File: config.mk
export PLATFORM = sky130hd
export DESIGN_NAME = reg_file
export DESIGN_NICKNAME = d
export VERILOG_FILES = /design/src/rtl/reg_file.sv
export SDC_FILE = /design/constraint.sdc
export NUM_CORES = 2
export LEC_CHECK = 0
export CAP_MARGIN = 20
export CORE_MARGIN = 5
export CORE_UTILIZATION = 60
export DETAILED_ROUTE_END_ITERATION = 10
export PLACE_DENSITY = 0.87
export RECOVER_POWER = 50
export SLEW_MARGIN = 25
export SYNTH_ARGS = -nofsm -noshare
export SYNTH_HDL_FRONTEND = slang
export SYNTH_SLANG_ARGS = --single-unit
File: constraint.sdc
create_clock -name clk -period 54.9 [get_ports clk]
set_input_delay 10.98 -clock clk [delete_from_list [all_inputs] [get_ports clk]]
set_output_delay 10.98 -clock clk [all_outputs]
set_load 0.1 [all_outputs]
File: src/rtl/reg_file.sv
// Architectural register file with rename tags: holds committed values and, per register,
// the reorder-buffer entry that will produce its next value.
module reg_file #(
    parameter int unsigned ROB_POS_W = 4,
    parameter int unsigned REG_NUM   = 32
) (
    input  logic                 clk,
    input  logic                 rst,
    input  logic                 rdy,
    input  logic                 rollback,
    input  logic                 issue,
    input  logic [4:0]           issue_rd,
    input  logic [ROB_POS_W-1:0] issue_rob_pos,
    input  logic                 reg_write,
    input  logic [4:0]           reg_rd,
    input  logic [31:0]          reg_val,
    input  logic [ROB_POS_W-1:0] commit_rob_pos,
    input  logic [4:0]           rs1,
    input  logic [4:0]           rs2,
    output logic [31:0]          rs1_val,
    output logic [31:0]          rs2_val,
    output logic                 rs1_busy,
    output logic                 rs2_busy,
    output logic [ROB_POS_W-1:0] rs1_rob_pos,
    output logic [ROB_POS_W-1:0] rs2_rob_pos
);

    logic [31:0]          val_q  [REG_NUM];
    logic [ROB_POS_W-1:0] tag_q  [REG_NUM];
    logic [REG_NUM-1:0]   busy_q;

    logic commit_en;
    logic issue_en;
    logic fwd1;
    logic fwd2;

    assign commit_en = reg_write && (reg_rd != 5'd0);
    assign issue_en  = issue && (issue_rd != 5'd0);

    always_ff @(posedge clk or posedge rst) begin
        if (rst) begin
            for (int i = 0; i < int'(REG_NUM); i++) begin
                val_q[i] <= '0;
                tag_q[i] <= '0;
            end
            busy_q <= '0;
        end else if (rdy) begin
            if (commit_en) begin
                val_q[reg_rd] <= reg_val;
                // Only the producer we are waiting on may release the register.
                if (tag_q[reg_rd] == commit_rob_pos && !(issue_en && issue_rd == reg_rd)) begin
                    busy_q[reg_rd] <= 1'b0;
                end
            end
            if (rollback) begin
                busy_q <= '0;
            end else if (issue_en) begin
                busy_q[issue_rd] <= 1'b1;
                tag_q[issue_rd]  <= issue_rob_pos;
            end
        end
    end

    // Commit forwarding: a value retiring this cycle is visible to readers immediately.
    assign fwd1 = reg_write && (reg_rd == rs1) && (rs1 != 5'd0) && busy_q[rs1]
                  && (tag_q[rs1] == commit_rob_pos);
    assign fwd2 = reg_write && (reg_rd == rs2) && (rs2 != 5'd0) && busy_q[rs2]
                  && (tag_q[rs2] == commit_rob_pos);

    always_comb begin
        rs1_val     = fwd1 ? reg_val : val_q[rs1];
        rs1_busy    = fwd1 ? 1'b0 : busy_q[rs1];
        rs1_rob_pos = tag_q[rs1];
        rs2_val     = fwd2 ? reg_val : val_q[rs2];
        rs2_busy    = fwd2 ? 1'b0 : busy_q[rs2];
        rs2_rob_pos = tag_q[rs2];
    end

endmodule

==> flow_summary.ini <==
[route]
via_count = 42100
wl_per_cell_um = 33.8
final_antenna_net_count = 0
wirelength_mm = 190
dr.pass1.iters = 6
route.detailed.drc = 0
vias_per_cell = 7.50
drt_iter0_drc = 5581

[sta]
finalSetupViolCount = 0
hold_violations = 0
holdWs_ns = 0.402
setup_tns_ns = 0
final-max-slew-violation-count = 1193
slew_headroom_pct = -461
tightest_slew_ns = 8.41
finalCritPeriodShare_pct = 52.3
rsz0062_at_grt = no
min_period_ns = 28.70
max_freq_ghz = 0.0348
skew_ns = 0.0107

[power_and_ir_drop]
powerDensity_mw_per_mm2 = 33.4
switching_share_pct = 28.0
power_leakage_uw = 0.0311
p_switching_uw = 664
internal_power_uw = 1700
ir_drop_mv = 0.0262
power_frac_comb_pct = 19.5
p_clk_share_pct = 35.6
seqPwrFrac_pct = 44.8

[outcome]
outcome = finished, violations left
violations = max-capacitance violations, max-slew violations

[global_routing]
grt.total_usage_pct = 32.9
overflow = 0
grt_antenna_before_repair = 9
grt_pass1_vias = 44200
grt_max_degree = 178
grt_pass1_wl_mm = 286

[yosys]
ys_ff_latch = 1184
synthArstFlopShare_pct = 100
synth_area_sq_mm = 0.0649
synth-edff-count = 0
yosysTopAreaCell = dfrtp_1
ys_seq_area_share_pct = 45.6
ys_dominant_reg_cell = dfrtp_1
synth-warning-count = 0
post-synth-top-area-fraction_pct = 45.6
syn_nets = 4297
synth.distinct_cells = 55
syn_inst = 4231
synthTopCellsByArea = dfrtp_1 (46%), mux4_2 (22%), mux2_2 (22%)
syn_avg_cell_area_sq_um = 15.3

[floorplan]
core_area_sq_mm = 0.107
rows = 120
ios = 140
dieArea_sq_mm = 0.115
die_h_um = 339
initial_core_util_pct = 60.6
chipWidth_um = 339

[placed_design]
io_buffers = 139
dpl.hpwl_mm = 104
gp_congestion = 0.994

[final_layout]
final_common_cell = mux2_2
fin_nets = 4179
multi_input_area_sq_mm = 0.0334
fillers = 6955
area_growth_pct = 9.18
mostFrequentLayoutCells = mux2_2 (1249), dfrtp_1 (1184), mux4_2 (644)
drive_gt1_share_pct = 53.3
seq_area_sq_mm = 0.0296

[clocking]
clock-root-buffer = clkbuf_16
htree_levels = 3
cts_sinks = 1184
clock_path_buffers = 3
cts_made_buffers = 119
post-cts-setup-buffers = 0
cts_tree = built
hold_buffers = 0
cts_resized = 0
clock_latency_ns = 0.72
path_clk_slew_ns = 0.06

[worst_setup_path]
endpoint_kind = primary output
crit_fanout = 37
critPathKind = input port to primary output
worstPathArrival_ns = 17.72
critical_path_required_ns = 43.92
cp-start-kind = input port

[worst_hold_path]
hp-class = flop to flop

[run]
maxCapViolations = 22
-- cells in the mapped netlist, drive strengths merged (3+ instances only) --
library cell  count
nor3b            10
a22oi            24
nand2b            5
clkbuf          326
nor3              8
or3b              4
mux2           1256
nor2             73
mux2i           126
nand4             7
or2              17
xor2             15
a21oi            65
nor4              5
o21ai            46
o221ai           33
and3b             8
mux4            648
or3               5
a211oi            3
nand2            54
o22ai            18
inv              22
buf             147
a31oi            12
a221oi           35
nand3b            6
xnor2             7
o211ai           18
nor2b             8
dfrtp          1184
nand3            16
-- worst max-delay path, cell delays in order --
cell and delay (ns):
clkbuf_1 0.61, clkbuf_1 2.21, xor2_1 0.15, nor3_1 0.28, nand3_1 0.14, a21oi_1 0.21
o211ai_1 0.20, nor4_4 0.75, buf_4 0.69, mux2_2 0.29, clkdlybuf4s50_1 1.13
-- state kept, by name, indices dropped and copies added, names as in the netlist --
| signal | flops |
|---|---|
| val_q | 1024 |
| tag_q | 128 |
| busy_q | 32 |
-- stage by stage --
step	cell area, sq um	util, %	setup slack [ns]	total power, uW	cells
6_report	70900	66.1	26.20	2370	5612
5_1_grt	70900	66.1	24.69	2440	5611
4_1_cts	71000	66.2	26.37	2370	5602
3_5_place_dp	67000	62.5	26.37	1530	5388
3_3_place_gp	67000	62.5	26.43	1510	5388
2_1_floorplan	64900	-	10.57	1410	4231
-- routing by layer --
layer  part of all wire [%]  GRT usage, %
met5                  0.015             0
met4                    6.7          19.1
met3                     11          8.93
met2                     46          50.2
met1                     36          43.1
-- final cells by class --
cell class                      count  share of cell area [%]
Antenna cell                        3                  0.0106
Sequential cell                  1184                    41.8
Clock inverter                     45                   0.807
Timing Repair Buffer              234                    2.84
Tap cell                         1403                    2.48
Multi-Input combinational cell   2551                    47.1
Clock buffer                      169                    4.85
Inverter                           23                   0.129
-- power groups by stage --
stage | logic (uW) | registers [uW] | clock network [uW]
3_5_place_dp | 459 | 1070 | 0
2_1_floorplan | 368 | 1050 | 0
6_report | 462 | 1060 | 844
3_3_place_gp | 447 | 1060 | 0
5_1_grt | 488 | 1070 | 884
4_1_cts | 462 | 1060 | 849
-- final timing paths --
path,to,cells after the start,slack (ns),start
worst max-delay path,rs1_val[13],11,26.20,reg_rd[0]
max in group asynchronous,val_q[164]$_DFFE_PP0P_,5,27.93,rst
worst min register to register,val_q[1017]$_DFFE_PP0P_,0,0.40,val_q[1017]$_DFFE_PP0P_
worst min-delay path,val_q[1017]$_DFFE_PP0P_,0,0.40,val_q[1017]$_DFFE_PP0P_
worst max register to register,busy_q[22]$_DFFE_PP0P_,7,51.53,tag_q[53]$_DFFE_PP0P_
min in group asynchronous,val_q[375]$_DFFE_PP0P_,2,11.02,rst
-- logic make-up after synthesis --
family                 count (synthesis)  synth area share [%]
multiplexers                        2030                  46.2
flip-flops                          1184                  45.6
buffers and inverters                496                  3.23
AO/OA/AOI/OAI                        265                  2.74
AND/OR/NAND/NOR                      234                  1.87
XOR/XNOR                              22                 0.297
Note: power is estimated with default switching activity, not from simulation.
